$ cat src/rtl/bus_fabric_pkg.sv
// Shared types and sizing helpers for the bus fabric and its address decoder.
package bus_fabric_pkg;

  // Transaction phases of the fabric.
  typedef enum logic [1:0] {
    IDLE,
    ACCESS,
    RESP
  } state_t;

  // Widest data path a fabric instance may be built with.
  localparam int MAX_DW = 32;
  // Largest number of endpoints one fabric may serve.
  localparam int MAX_EP = 16;
  // Hit counter width; it must hold counts 0..MAX_EP.
  localparam int HIT_CNT_W = 5;
  // Default number of ACCESS cycles allowed before a timeout error.
  localparam int DEF_TIMEOUT = 15;

  // Response as seen by the host: a one-cycle ack, its error flag and read data.
  typedef struct packed {
    logic              ack;
    logic              err;
    logic [MAX_DW-1:0] rdata;
  } resp_t;

  // Width of a counter that must reach the value 'timeout'.
  function automatic int to_cnt_width(input int timeout);
    return $clog2(timeout + 1);
  endfunction

endpackage

$ cat src/rtl/bus_fabric_if.sv
// Host-side and endpoint-side signals of the native parallel bus fabric.
// 'slave' is the fabric's own view; 'master' is the view of whoever drives
// the host request and the endpoint responses.
interface bus_fabric_if #(
  parameter int ADDR_WIDTH = 8,
  parameter int DATA_WIDTH = 8,
  parameter int N_EP       = 2
);
  logic                       h_req;
  logic                       h_r_wn;
  logic [ADDR_WIDTH-1:0]      h_addr;
  logic [DATA_WIDTH-1:0]      h_wdata;
  logic                       busy;
  logic                       h_ack;
  logic                       h_err;
  logic [DATA_WIDTH-1:0]      h_rdata;
  logic [N_EP-1:0]            ep_sel;
  logic                       ep_r_wn;
  logic [ADDR_WIDTH-1:0]      ep_addr;
  logic [DATA_WIDTH-1:0]      ep_wdata;
  logic [N_EP-1:0]            ep_ack;
  logic [N_EP*DATA_WIDTH-1:0] ep_rdata;

  modport slave (
    input  h_req, h_r_wn, h_addr, h_wdata, ep_ack, ep_rdata,
    output busy, h_ack, h_err, h_rdata, ep_sel, ep_r_wn, ep_addr, ep_wdata
  );

  modport master (
    output h_req, h_r_wn, h_addr, h_wdata, ep_ack, ep_rdata,
    input  busy, h_ack, h_err, h_rdata, ep_sel, ep_r_wn, ep_addr, ep_wdata
  );
endinterface

$ cat src/rtl/bus_addr_decode.sv
// Combinational address decoder: which endpoint windows contain addr,
// how many of them do, and the window-relative offset for a single hit.
module bus_addr_decode
  import bus_fabric_pkg::*;
#(
  parameter int ADDR_WIDTH = 8,
  parameter int N_EP       = 2,
  parameter int BASE  [N_EP] = '{0, 32},
  parameter int RANGE [N_EP] = '{8, 128}
) (
  input  logic [ADDR_WIDTH-1:0] addr,
  output logic [N_EP-1:0]       hit,
  output logic [HIT_CNT_W-1:0]  hit_cnt,
  output logic [ADDR_WIDTH-1:0] offset
);

  // One extra bit so a window ending exactly at 2^ADDR_WIDTH is representable.
  localparam int AW1 = ADDR_WIDTH + 1;

  logic [ADDR_WIDTH-1:0] off_term [N_EP];

  genvar gi;
  generate
    for (gi = 0; gi < N_EP; gi++) begin : g_win
      localparam logic [ADDR_WIDTH:0] LO = AW1'(BASE[gi]);
      localparam logic [ADDR_WIDTH:0] HI = AW1'(BASE[gi] + RANGE[gi]);

      if (BASE[gi] < 0 || RANGE[gi] < 0 || BASE[gi] + RANGE[gi] > (1 << ADDR_WIDTH)) begin : g_bad_window
        $error("bus_addr_decode: endpoint window exceeds the address space");
      end

      assign hit[gi]      = ({1'b0, addr} >= LO) && ({1'b0, addr} < HI);
      // Subtraction wraps modulo 2^ADDR_WIDTH, which is exact inside a legal window.
      assign off_term[gi] = hit[gi] ? (addr - LO[ADDR_WIDTH-1:0]) : '0;
    end
  endgenerate

  // Count hits and merge offsets; the merged offset is only meaningful for one hit.
  always_comb begin
    hit_cnt = '0;
    offset  = '0;
    for (int i = 0; i < N_EP; i++) begin
      hit_cnt = hit_cnt + HIT_CNT_W'(hit[i]);
      offset  = offset | off_term[i];
    end
  end

endmodule

$ cat src/rtl/bus_fabric.sv
// Clocked one-host, N-endpoint interconnect. Latches each accepted request,
// selects the single endpoint whose window holds the address, waits for its
// ack (bounded by TIMEOUT) and returns a one-cycle registered response.
// Unmapped or ambiguous addresses and silent endpoints answer with h_err.
module bus_fabric
  import bus_fabric_pkg::*;
#(
  parameter int ADDR_WIDTH = 8,
  parameter int DATA_WIDTH = 8,
  parameter int N_EP       = 2,
  parameter int BASE  [N_EP] = '{0, 32},
  parameter int RANGE [N_EP] = '{8, 128},
  parameter int TIMEOUT    = DEF_TIMEOUT
) (
  input  logic        clk,
  input  logic        rst,
  bus_fabric_if.slave bus
);

  localparam int CNT_W = to_cnt_width(TIMEOUT);

  generate
    if (N_EP < 1 || N_EP > MAX_EP) begin : g_bad_n_ep
      $error("bus_fabric: N_EP must be within 1..16");
    end
    if (TIMEOUT < 1) begin : g_bad_timeout
      $error("bus_fabric: TIMEOUT must be at least 1");
    end
    if (DATA_WIDTH < 1 || DATA_WIDTH > MAX_DW) begin : g_bad_dw
      $error("bus_fabric: DATA_WIDTH outside the supported range");
    end
  endgenerate

  state_t                state_reg;
  logic                  busy_reg;
  resp_t                 resp_reg;
  logic [N_EP-1:0]       ep_sel_reg;
  logic                  ep_r_wn_reg;
  logic [ADDR_WIDTH-1:0] ep_addr_reg;
  logic [DATA_WIDTH-1:0] ep_wdata_reg;
  logic [CNT_W-1:0]      cnt_reg;

  logic [N_EP-1:0]       dec_hit;
  logic [HIT_CNT_W-1:0]  dec_hit_cnt;
  logic [ADDR_WIDTH-1:0] dec_offset;
  logic [DATA_WIDTH-1:0] rd_term [N_EP];
  logic [DATA_WIDTH-1:0] sel_rdata;
  logic                  sel_ack;
  logic                  unused_rdata_bits;

  bus_addr_decode #(
    .ADDR_WIDTH (ADDR_WIDTH),
    .N_EP       (N_EP),
    .BASE       (BASE),
    .RANGE      (RANGE)
  ) u_decode (
    .addr    (bus.h_addr),
    .hit     (dec_hit),
    .hit_cnt (dec_hit_cnt),
    .offset  (dec_offset)
  );

  // Per-endpoint read data gated by the registered select.
  genvar gi;
  generate
    for (gi = 0; gi < N_EP; gi++) begin : g_rd
      assign rd_term[gi] = ep_sel_reg[gi] ? bus.ep_rdata[gi*DATA_WIDTH +: DATA_WIDTH] : '0;
    end
  endgenerate

  // OR the gated terms together; at most one is non-zero because ep_sel is one-hot.
  always_comb begin
    sel_rdata = '0;
    for (int i = 0; i < N_EP; i++) begin
      sel_rdata = sel_rdata | rd_term[i];
    end
  end

  // Only the selected endpoint's ack counts; others are ignored.
  assign sel_ack = |(bus.ep_ack & ep_sel_reg);

  // Transaction FSM with all host- and endpoint-facing outputs registered.
  always_ff @(posedge clk) begin
    if (rst) begin
      state_reg    <= IDLE;
      busy_reg     <= 1'b0;
      resp_reg     <= '0;
      ep_sel_reg   <= '0;
      ep_r_wn_reg  <= 1'b1;
      ep_addr_reg  <= '0;
      ep_wdata_reg <= '0;
      cnt_reg      <= '0;
    end else begin
      case (state_reg)
        IDLE: begin
          if (bus.h_req) begin
            busy_reg     <= 1'b1;
            ep_r_wn_reg  <= bus.h_r_wn;
            ep_addr_reg  <= dec_offset;
            ep_wdata_reg <= bus.h_wdata;
            if (dec_hit_cnt == HIT_CNT_W'(1)) begin
              state_reg  <= ACCESS;
              ep_sel_reg <= dec_hit;
              cnt_reg    <= CNT_W'(1);
            end else begin
              // No endpoint or several endpoints claim the address.
              state_reg      <= RESP;
              resp_reg.ack   <= 1'b1;
              resp_reg.err   <= 1'b1;
              resp_reg.rdata <= '0;
            end
          end
        end
        ACCESS: begin
          if (sel_ack) begin
            // An ack arriving together with the last allowed cycle still wins.
            state_reg      <= RESP;
            ep_sel_reg     <= '0;
            cnt_reg        <= '0;
            resp_reg.ack   <= 1'b1;
            resp_reg.err   <= 1'b0;
            resp_reg.rdata <= ep_r_wn_reg ? MAX_DW'(sel_rdata) : '0;
          end else if (cnt_reg == CNT_W'(TIMEOUT)) begin
            state_reg      <= RESP;
            ep_sel_reg     <= '0;
            cnt_reg        <= '0;
            resp_reg.ack   <= 1'b1;
            resp_reg.err   <= 1'b1;
            resp_reg.rdata <= '0;
          end else begin
            cnt_reg <= cnt_reg + CNT_W'(1);
          end
        end
        RESP: begin
          // Response lasts exactly one cycle and releases busy with it.
          state_reg <= IDLE;
          busy_reg  <= 1'b0;
          resp_reg  <= '0;
        end
        default: begin
          state_reg <= IDLE;
          busy_reg  <= 1'b0;
          resp_reg  <= '0;
        end
      endcase
    end
  end

  // Upper response bits beyond DATA_WIDTH are always zero.
  assign unused_rdata_bits = ^{1'b0, resp_reg.rdata};

  assign bus.busy     = busy_reg;
  assign bus.h_ack    = resp_reg.ack;
  assign bus.h_err    = resp_reg.err;
  assign bus.h_rdata  = resp_reg.rdata[DATA_WIDTH-1:0];
  assign bus.ep_sel   = ep_sel_reg;
  assign bus.ep_r_wn  = ep_r_wn_reg;
  assign bus.ep_addr  = ep_addr_reg;
  assign bus.ep_wdata = ep_wdata_reg;

endmodule

$ cat src/flat_wrapper.sv
// flat-port wrapper written by rule: the top's interface ports become plain ports
module bus_fabric_flat import bus_fabric_pkg::*;
#(
  parameter int ADDR_WIDTH = 8,
  parameter int DATA_WIDTH = 8,
  parameter int N_EP       = 2,
  parameter int BASE  [N_EP] = '{0, 32},
  parameter int RANGE [N_EP] = '{8, 128},
  parameter int TIMEOUT    = DEF_TIMEOUT
)
  (clk, rst, bus_h_req, bus_h_r_wn, bus_h_addr, bus_h_wdata, bus_ep_ack, bus_ep_rdata, bus_busy, bus_h_ack, bus_h_err, bus_h_rdata, bus_ep_sel, bus_ep_r_wn, bus_ep_addr, bus_ep_wdata);
  bus_fabric_if #(.ADDR_WIDTH(ADDR_WIDTH), .DATA_WIDTH(DATA_WIDTH), .N_EP(N_EP)) bus_i ();
  input  logic clk;
  input  logic rst;
  input wire logic [$bits(bus_i.h_req)-1:0] bus_h_req;
  input wire logic [$bits(bus_i.h_r_wn)-1:0] bus_h_r_wn;
  input wire logic [$bits(bus_i.h_addr)-1:0] bus_h_addr;
  input wire logic [$bits(bus_i.h_wdata)-1:0] bus_h_wdata;
  input wire logic [$bits(bus_i.ep_ack)-1:0] bus_ep_ack;
  input wire logic [$bits(bus_i.ep_rdata)-1:0] bus_ep_rdata;
  output wire logic [$bits(bus_i.busy)-1:0] bus_busy;
  output wire logic [$bits(bus_i.h_ack)-1:0] bus_h_ack;
  output wire logic [$bits(bus_i.h_err)-1:0] bus_h_err;
  output wire logic [$bits(bus_i.h_rdata)-1:0] bus_h_rdata;
  output wire logic [$bits(bus_i.ep_sel)-1:0] bus_ep_sel;
  output wire logic [$bits(bus_i.ep_r_wn)-1:0] bus_ep_r_wn;
  output wire logic [$bits(bus_i.ep_addr)-1:0] bus_ep_addr;
  output wire logic [$bits(bus_i.ep_wdata)-1:0] bus_ep_wdata;
  assign bus_i.h_req = bus_h_req;
  assign bus_i.h_r_wn = bus_h_r_wn;
  assign bus_i.h_addr = bus_h_addr;
  assign bus_i.h_wdata = bus_h_wdata;
  assign bus_i.ep_ack = bus_ep_ack;
  assign bus_i.ep_rdata = bus_ep_rdata;
  assign bus_busy = bus_i.busy;
  assign bus_h_ack = bus_i.h_ack;
  assign bus_h_err = bus_i.h_err;
  assign bus_h_rdata = bus_i.h_rdata;
  assign bus_ep_sel = bus_i.ep_sel;
  assign bus_ep_r_wn = bus_i.ep_r_wn;
  assign bus_ep_addr = bus_i.ep_addr;
  assign bus_ep_wdata = bus_i.ep_wdata;
  bus_fabric #(.ADDR_WIDTH(ADDR_WIDTH), .DATA_WIDTH(DATA_WIDTH), .N_EP(N_EP), .BASE(BASE), .RANGE(RANGE), .TIMEOUT(TIMEOUT)) u_core (.clk(clk), .rst(rst), .bus(bus_i));
endmodule
$ cat config.mk
export PLATFORM = sky130hd
export DESIGN_NAME = bus_fabric_flat
export DESIGN_NICKNAME = d
export VERILOG_FILES = /design/src/rtl/bus_fabric_pkg.sv /design/src/rtl/bus_fabric_if.sv /design/src/rtl/bus_addr_decode.sv /design/src/rtl/bus_fabric.sv /design/src/flat_wrapper.sv
export SDC_FILE = /design/constraint.sdc
export NUM_CORES = 1
export LEC_CHECK = 0
export CAP_MARGIN = 40
export CORE_MARGIN = 2
export CORE_UTILIZATION = 45
export DETAILED_ROUTE_END_ITERATION = 6
export GPL_ROUTABILITY_DRIVEN = 0
export HOLD_SLACK_MARGIN = 0.02
export PLACE_DENSITY = 0.84
export SLEW_MARGIN = 20
export SYNTH_ARGS = -nofsm -noshare
export SYNTH_HDL_FRONTEND = slang
export SYNTH_SLANG_ARGS = --single-unit
$ cat constraint.sdc
create_clock -name clk -period 3.18 [get_ports clk]
set_input_delay 0.636 -clock clk [delete_from_list [all_inputs] [get_ports clk]]
set_output_delay 0.636 -clock clk [all_outputs]
set_load 0.01 [all_outputs]
==> results of run 1 <==
synth_stat cells, drive strengths merged, types with 2 or more instances:
| master | n | share of area [%] |
|---|---|---|
| o211ai | 2 | 0.92 |
| nand3 | 5 | 1.5 |
| and2 | 2 | 0.84 |
| or3 | 2 | 0.76 |
| mux2i | 3 | 1.8 |
| ha | 3 | 2.3 |
| a22o | 5 | 2.7 |
| inv | 7 | 1.6 |
| a22oi | 10 | 5.4 |
| nand2 | 25 | 5.7 |
| o21ai | 2 | 0.84 |
| buf | 2 | 0.61 |
| nor2 | 12 | 2.7 |
| nand4 | 6 | 2.3 |
| o2bb2ai | 8 | 4.3 |
| clkbuf | 7 | 1.6 |
| dfxtp | 36 | 44 |
| a211oi | 2 | 1.2 |
| a21oi | 16 | 5.1 |
| o311ai | 2 | 2.1 |
| a32oi | 4 | 2.1 |
power by group:
part / internal, mW / switching (mW)
clock: 0.0813 / 0.149
combinational: 0.115 / 0.0961
sequential: 0.475 / 0.0220
total: 0.671 / 0.268
final cells by class:
type	count	area, um2	area share (%)
sequential	36	721	30.0
multi-input combinational	124	856	35.7
clock buffer	6	41.3	1.72
timing repair buffer	70	693	28.9
inverter	7	26.3	1.09
tap	46	57.6	2.40
clock inverter	1	5.00	0.209
final timing paths:
check | to | slack [ns] | cells after the start
setup / recovery | u_core.bus.h_rdata[6] | 0.86 | 6
hold / removal | u_core.bus.ep_wdata[7] | 0.46 | 2
setup reg to reg | u_core.bus.h_rdata[6] | 1.22 | 4
hold reg to reg | u_core.bus.ep_wdata[7] | 0.46 | 2
worst register-to-register path: stages (launching register included):
cell	delay, ns
dfxtp_1	0.45
a22oi_1	0.43
a21oi_1	0.19
a2111oi_4	0.60
o2bb2ai_1	0.19
cell families (layout without fill, tap and decap cells):
| family | after synthesis | in the layout | share of synthesized area (%) |
|---|---|---|---|
| adder cells (fa/ha/maj) | 3 | 3 | 2.29 |
| buffers and inverters | 16 | 84 | 3.82 |
| XOR/XNOR | 1 | 1 | 0.534 |
| multiplexers | 4 | 4 | 2.52 |
| flip-flops | 36 | 36 | 44.0 |
| AND/OR/NAND/NOR | 59 | 59 | 17.6 |
| AO/OA/AOI/OAI | 57 | 57 | 29.3 |
layer usage:
metal	wire length [um]	vias to the layer above	share of wire (%)	GRT usage, %
li1	-	785	-	-
met1	1980	726	47	27.7
met2	1970	39	46	34.0
met3	206	7	4.9	5.63
met4	83	0	2.0	10.4
met5	0	-	0	0
cells in the final DEF (no fill, tap or decap), drive strengths merged, types with 4 or more instances in the layout:
master / n
clkbuf: 6
a21oi: 16
a32oi: 4
inv: 7
nand2: 25
o2bb2ai: 8
a22oi: 10
nand4: 6
a22o: 5
nand3: 5
nor2: 12
dfxtp: 36
clkdlybuf4s50: 67
==> flow_summary_export.csv, run 1 <==
group,metric,value,unit
outcome,status,"completed",
timing,worstMarginPinSlew,0.571,ns
global_routing,track_usage,21.7,%
final_layout,fin_util,70.3,%
timing,setup_viol,0,
routing,wl,4.24,mm
global_routing,antenna_found_initial,0,
logic_synthesis,synth_edf_count,0,
global_routing,grt_pass1_vias,1472,
worst_setup_path,crit_slowest_cell,"clkdlybuf4s50_1",
die,dieArea,4140,um2
worst_setup_path,r2r_start,"u_core.bus.ep_sel[0]",
global_routing,grt-ovfl-total,0,
timing,finalClockSkew,0.00750,ns
worst_setup_path,worstPathCellList,"clkdlybuf4s50_1, ha_1, or4b_4, a22oi_4, a2111oi_4, o2bb2ai_1",
place,port_buffers,67,
logic_synthesis,netlist_area,1640,um2
final_layout,drive_above_1_share,9.02,%
die,die_w,64.4,um
worst_setup_path,crit_buf_inv,1,
worst_setup_path,startpoint_type,"input pin",
routing,postRouteAntennaNets,0,
logic_synthesis,seq_area_frac_synth,44.0,%
place,place.detailed.hpwl,3.21,mm
logic_synthesis,synth_async_sr_flop_share,0,%
final_layout,n_antenna_cell,0,
clock_tree,worstSkewPairLatency,0.35,ns
routing,vias,1557,
die,die_h,64.4,um
timing,fin_crit_sh,73.0,%
timing,period_needed,2.32,ns
power,design_power_total,939,uW
routing,drc_errors,0,
clock_tree,root_buffer,"clkbuf_4",
clock_tree,hold_buffers,0,
worst_setup_path,crit_start,"bus_h_addr[5]",
power,ir_drop,290,uV
global_routing,grt_max_degree,17,
clock_tree,ctsResizeCount,0,
power,p_per_area,391,nW/um2
timing,fin_ws,0.859,ns
timing,rsz0062_at_grt,"false",
worst_setup_path,crit_fanout,8,
global_routing,grt_pass1_wl,6.88,mm
die,start_util,48.0,%
place,place_ws,0.494,ns
timing,max_freq,0.431,GHz
worst_setup_path,worstPathArrival,2.55,ns
logic_synthesis,synthFlopType,"dfxtp_1",
routing,drtPass1Iterations,4,
place,placed_cell_area,2350,um2
logic_synthesis,syn_area_per_cell,9.31,um2
routing,drtIter0Drc,96,
power,leakagePower,0.861,nW
routing,viasPerCell,5.37,
final_layout,final_cells,290,
die,rows,21,
worst_setup_path,critPathCaptureType,"register",
final_layout,final_nets,285,
timing,holdWs,0.458,ns
logic_synthesis,ys_types,43,
job,drv_cap,0,
timing,maxSlewViolCount,0,
clock_tree,cts_tree,"yes",
worst_setup_path,critPathKind,"input pin to register",
die,io_pins,68,
worst_setup_path,cp_top_family,"compound AO/OA/AOI/OAI gates",
worst_setup_path,worst_ep_required_time,3.41,ns
logic_synthesis,syn_nets,217,
worst_setup_path,max_stage_delay,0.59,ns
clock_tree,numCtsBuffers,5,
timing,finalHoldViolations,0,
final_layout,final_cell_area,2400,um2
place,dp.cells,283,
worst_hold_path,min-delay-start,"u_core.bus.ep_wdata[7]",
final_layout,syn2layout_area_growth,46.4,%
routing,wire_per_inst,14.6,um
logic_synthesis,synth_seq_cells,36,
logic_synthesis,ys_warn_count,0,
clock_tree,clkTransAtPathRegs,0.10,ns
die,core-area,3420,um2
clock_tree,cts_setup_buffers,0,
final_layout,nFillCells,274,
timing,totalNegativeSetupSlack,0,ns
clock_tree,clockBufferDepth,2,
logic_synthesis,syn_inst,176,
timing,relSlewSlack,61.9,%
worst_hold_path,worstHoldPathType,"register to register",
clock_tree,htreeDepth,2,
clock_tree,clock_sinks,36,
Note: power is estimated with default switching activity, not from simulation.
==> run 2, diff against run 1 <==
Settings changed: CORE_UTILIZATION 45 to 38, PLACE_DENSITY 0.84 to 0.75.
Clock period 3.18 ns to 1.9 ns, I/O delays scaled along.
==> flow_summary_export.csv, run 2 (synthesis results as in run 1) <==
group,metric,value,unit
outcome,status,"completed",
timing,max_freq,0.539,GHz
routing,drc_errors,0,
die,core-area,4090,um2
routing,wire_per_inst,14.3,um
worst_setup_path,worstPathCellList,"clkdlybuf4s50_1, or4b_4, a22oi_4, buf_4, a211oi_2, mux2i_1",
die,io_pins,68,
clock_tree,cts_tree,"yes",
routing,drtPass1Iterations,4,
job,drv_cap,0,
global_routing,grt-ovfl-total,0,
clock_tree,htreeDepth,2,
power,leakagePower,1.01,nW
timing,holdWs,0.454,ns
routing,viasPerCell,5.16,
timing,relSlewSlack,61.6,%
power,ir_drop,601,uV
routing,drtIter0Drc,90,
timing,rsz0062_at_grt,"false",
worst_setup_path,crit_fanout,5,
final_layout,final_nets,311,
timing,finalHoldViolations,0,
final_layout,syn2layout_area_growth,62.2,%
timing,fin_ws,0.0458,ns
routing,wl,4.60,mm
worst_setup_path,max_stage_delay,0.54,ns
timing,setup_viol,0,
worst_setup_path,cp_top_family,"buffers and inverters",
timing,worstMarginPinSlew,0.575,ns
global_routing,track_usage,19.2,%
clock_tree,clockBufferDepth,2,
final_layout,drive_above_1_share,19.6,%
worst_setup_path,worstPathArrival,2.03,ns
global_routing,antenna_found_initial,0,
worst_setup_path,startpoint_type,"input pin",
final_layout,layout_commonest_cell,"clkdlybuf4s50_1",
power,p_per_area,678,nW/um2
place,dp.cells,309,
timing,fin_crit_sh,97.6,%
routing,postRouteAntennaNets,0,
timing,period_needed,1.85,ns
clock_tree,clock_sinks,36,
place,port_buffers,67,
worst_setup_path,crit_slowest_cell,"or4b_4",
place,place.detailed.hpwl,3.52,mm
timing,maxSlewViolCount,0,
worst_setup_path,critPathKind,"input pin to register",
routing,vias,1656,
clock_tree,clkTransAtPathRegs,0.08,ns
die,die_h,69.7,um
final_layout,n_antenna_cell,0,
clock_tree,hold_buffers,0,
global_routing,grt_pass1_vias,1639,
die,start_util,40.1,%
final_layout,nFillCells,367,
worst_setup_path,crit_buf_inv,2,
clock_tree,worstSkewPairLatency,0.29,ns
global_routing,grt_max_degree,14,
power,design_power_total,1.80,mW
final_layout,multi_input_area,870,um2
clock_tree,numCtsBuffers,5,
global_routing,grt_pass1_wl,7.54,mm
final_layout,fin_util,65.1,%
die,dieArea,4850,um2
clock_tree,root_buffer,"clkbuf_8",
final_layout,mostFrequentLayoutCells,"clkdlybuf4s50_1 (63), dfxtp_1 (36), buf_4 (28), nand2_1 (25), a21oi_1 (15)",
timing,finalClockSkew,0.00529,ns
die,rows,23,
worst_setup_path,worst_ep_required_time,2.07,ns
die,die_w,69.7,um
worst_hold_path,worstHoldPathType,"register to register",
final_layout,seq_area,721,um2
worst_setup_path,critPathCaptureType,"register",
final_layout,final_cells,321,
place,place_ws,-0.435,ns
[run 2: cell types whose count changed in the layout (fill, tap and decap cells not counted), moves of 2 or more]
cell,previous run,this run
dlygate4sd2_1,0,4
buf_4,3,28
clkdlybuf4s50_1,67,63
clkbuf_4,5,0
clkbuf_8,0,5
clkinvlp_4,0,2
[run 2: tightest hold or removal path, delay by kind of cell (launching register included)]
kind,cells,cell delay [ns]
AOI/OAI and AO/OA,1,0.05
DFF,1,0.31
and+or+nand+nor,1,0.05
[run 2: what timing repair did]
item,CTS,global route
setup endpoints to repair,15,13
resized for setup,6,3
buffers inserted,5,1
pin swaps,6,4
cloned,0,0
[run 2: final timing paths]
check | to | slack, ns | start | cells after the start
max | u_core.bus.ep_sel[1] | 0.05 | bus_h_addr[0] | 6
min | u_core.bus.ep_wdata[7] | 0.45 | u_core.bus.ep_wdata[7] | 2
max reg2reg | u_core.bus.h_rdata[3] | 0.23 | u_core.cnt_reg[0] | 5
min reg2reg | u_core.bus.ep_wdata[7] | 0.45 | u_core.bus.ep_wdata[7] | 2
[run 2: cell type report]
type | count | share of cell area (%)
inverters | 7 | 0.988
well taps | 50 | 2.35
repair buffers | 96 | 33.4
clock buffers | 5 | 2.59
flip-flops and latches | 36 | 27.1
multi-input cells | 124 | 32.7
clock inverters | 3 | 0.894
[run 2: layer usage]
| metal | global-route usage (%) | vias to the layer above | routed length (um) |
|---|---|---|---|
| met5 | 0 | - | 0 |
| met4 | 5.34 | 0 | 54 |
| met3 | 6.83 | 5 | 230 |
| met2 | 31.9 | 32 | 2270 |
| met1 | 23.3 | 780 | 2050 |
| li1 | - | 839 | - |
[run 2: where the power goes]
part           switching, mW  internal (mW)
Clock                  0.302          0.260
Combinational          0.185          0.233
Sequential            0.0283          0.795
[run 2: per-stage QoR]
step	setup TNS, ns	instance area (um2)
finish	0	2660
global route	0	2660
CTS	0	2650
detailed placement	-7.69	2520
global placement	-6.59	2520
floorplan	0	1640
==> run 3, diff against run 2 <==
Settings changed: CORE_MARGIN 2 to 4, PLACE_DENSITY 0.75 to unset, PLACE_DENSITY_LB_ADDON set to 0.1.
==> flow_summary_export.csv, run 3 (synthesis results as in run 1) <==
group,metric,value,unit
final_layout,final_nets,306,
routing,wl,4.48,mm
worst_setup_path,critPathKind,"input pin to register",
clock_tree,clkTransAtPathRegs,0.07,ns
power,ir_drop,492,uV
worst_hold_path,worstHoldPathType,"input pin to register",
die,rows,23,
final_layout,seq_area,721,um2
worst_setup_path,critPathCaptureType,"register",
clock_tree,numCtsBuffers,5,
final_layout,mostFrequentLayoutCells,"clkdlybuf4s50_1 (63), dfxtp_1 (36), nand2_1 (25), buf_4 (23), a21oi_1 (15)",
worst_setup_path,max_stage_delay,0.54,ns
die,die_h,73.7,um
power,p_per_area,714,nW/um2
timing,relSlewSlack,69.1,%
global_routing,track_usage,16.9,%
routing,vias,1639,
power,power.internal,1.41,mW
final_layout,drive_above_1_share,17.3,%
clock_tree,cts_tree,"yes",
global_routing,grt_pass1_wl,7.14,mm
global_routing,grt_pass1_vias,1537,
worst_setup_path,worstPathCellList,"clkdlybuf4s50_1, or4b_4, a22oi_4, a2111oi_4, buf_6, o2bb2ai_1",
timing,finalClockSkew,0.00378,ns
global_routing,antenna_found_initial,0,
routing,drtIter0Drc,94,
power,p_clk_share,35.0,%
worst_setup_path,startpoint_type,"input pin",
die,io_pins,68,
final_layout,final_cells,316,
worst_setup_path,rr_endpoint,"u_core.bus.h_err",
timing,finalHoldViolations,0,
power,switching_share,25.3,%
job,drv_cap,0,
place,port_buffers,67,
final_layout,final_cell_area,2640,um2
die,core-area,4090,um2
worst_setup_path,worst_ep_required_time,2.07,ns
clock_tree,root_buffer,"clkbuf_8",
final_layout,n_antenna_cell,0,
routing,drc_errors,0,
clock_tree,htreeDepth,2,
place,placed_cell_area,2500,um2
timing,setup_viol,0,
die,start_util,40.1,%
clock_tree,hold_buffers,0,
worst_setup_path,worstPathArrival,2.02,ns
timing,fin_ws,0.0483,ns
power,seqPwrFrac,43.7,%
routing,postRouteAntennaNets,0,
worst_setup_path,r2r_setup_slack,0.28,ns
power,design_power_total,1.89,mW
die,die_w,73.7,um
clock_tree,clock_sinks,36,
power,leakagePower,1.01,nW
place,dp.cells,306,
worst_setup_path,crit_slowest_cell,"or4b_4",
worst_hold_path,hold_path_depth,2,
timing,period_needed,1.85,ns
clock_tree,clockBufferDepth,2,
global_routing,grt-ovfl-total,0,
worst_setup_path,r2r_start,"u_core.cnt_reg[0]",
routing,viasPerCell,5.19,
place,place_ws,-0.407,ns
worst_setup_path,r2r_cells,5,
final_layout,syn2layout_area_growth,61.3,%
timing,worstMarginPinSlew,0.461,ns
timing,rsz0062_at_grt,"true",
timing,max_freq,0.540,GHz
routing,wire_per_inst,14.2,um
die,dieArea,5430,um2
power,p_sw,477,uW
power,p_comb_share,21.3,%
final_layout,multi_input_area,870,um2
timing,maxSlewViolCount,0,
final_layout,layout_commonest_cell,"clkdlybuf4s50_1",
worst_hold_path,hold_end,"u_core.bus.ep_addr[1]",
final_layout,nFillCells,359,
worst_setup_path,crit_fanout,8,
global_routing,grt_max_degree,17,
clock_tree,worstSkewPairLatency,0.28,ns
place,place.detailed.hpwl,3.38,mm
timing,fin_crit_sh,97.5,%
worst_hold_path,min-delay-start,"bus_h_addr[1]",
routing,drtPass1Iterations,4,
outcome,status,"completed",
run 3: power groups by stage:
stage	sequential, mW	clock (mW)	combinational (mW)
2_1_floorplan	0.849	0	0.162
6_report	0.824	0.660	0.403
4_1_cts	0.824	0.677	0.401
3_3_place_gp	0.840	0	0.395
3_5_place_dp	0.841	0	0.396
5_1_grt	0.830	0.704	0.441
run 3: metrics by stage:
step	setup TNS [ns]	hold WS [ns]	utilization [%]
floorplan	0	0.476	-
global placement	-6.29	0.440	61.2
detailed placement	-7.16	0.447	61.2
CTS	0	0.457	64.2
global route	-0.0249	0.375	64.7
finish	0	0.364	64.7
run 3: layout make-up:
| class | count | share of cell area, % |
|---|---|---|
| flip-flops and latches | 36 | 27.3 |
| clock buffers | 6 | 2.74 |
| well taps | 50 | 2.37 |
| inverters | 7 | 0.994 |
| multi-input cells | 124 | 32.9 |
| clock inverters | 2 | 1.33 |
| repair buffers | 91 | 32.4 |
run 3: worst max-delay path: cells and delay by family:
family	cells	cell delay, ns
buffers and inverters	2	0.58
AOI/OAI and AO/OA	3	0.51
and+or+nand+nor	1	0.54
run 3: worst max-delay path by stage:
stage                       start               endpoint  slack, ns  cells after the start
detailed placement  bus_h_addr[6]  u_core.bus.h_rdata[4]      -0.41                      7
floorplan           bus_h_addr[6]  u_core.bus.h_rdata[0]       0.19                      6
CTS                 bus_h_addr[0]  u_core.bus.h_rdata[4]       0.03                      5
global placement    bus_h_addr[5]  u_core.bus.h_rdata[2]      -0.34                      6
finish              bus_h_addr[2]  u_core.bus.h_rdata[4]       0.05                      6
global route        bus_h_addr[6]  u_core.bus.h_rdata[6]      -0.01                      8
run 3: routing by layer:
metal	GRT usage (%)	vias to the layer above	share of wire, %
li1	-	836	-
met1	22.2	746	45
met2	26.5	53	46
met3	6.02	4	8.5
met4	4.23	0	0.56
met5	0	-	0
run 3: timing repair:
action                                  in CTS  in global routing
endpoints found under the setup margin      14                  9
resized for setup                            4                  4
cloned                                       0                  0
pin swaps                                    2                  2
buffers inserted                             1                  1
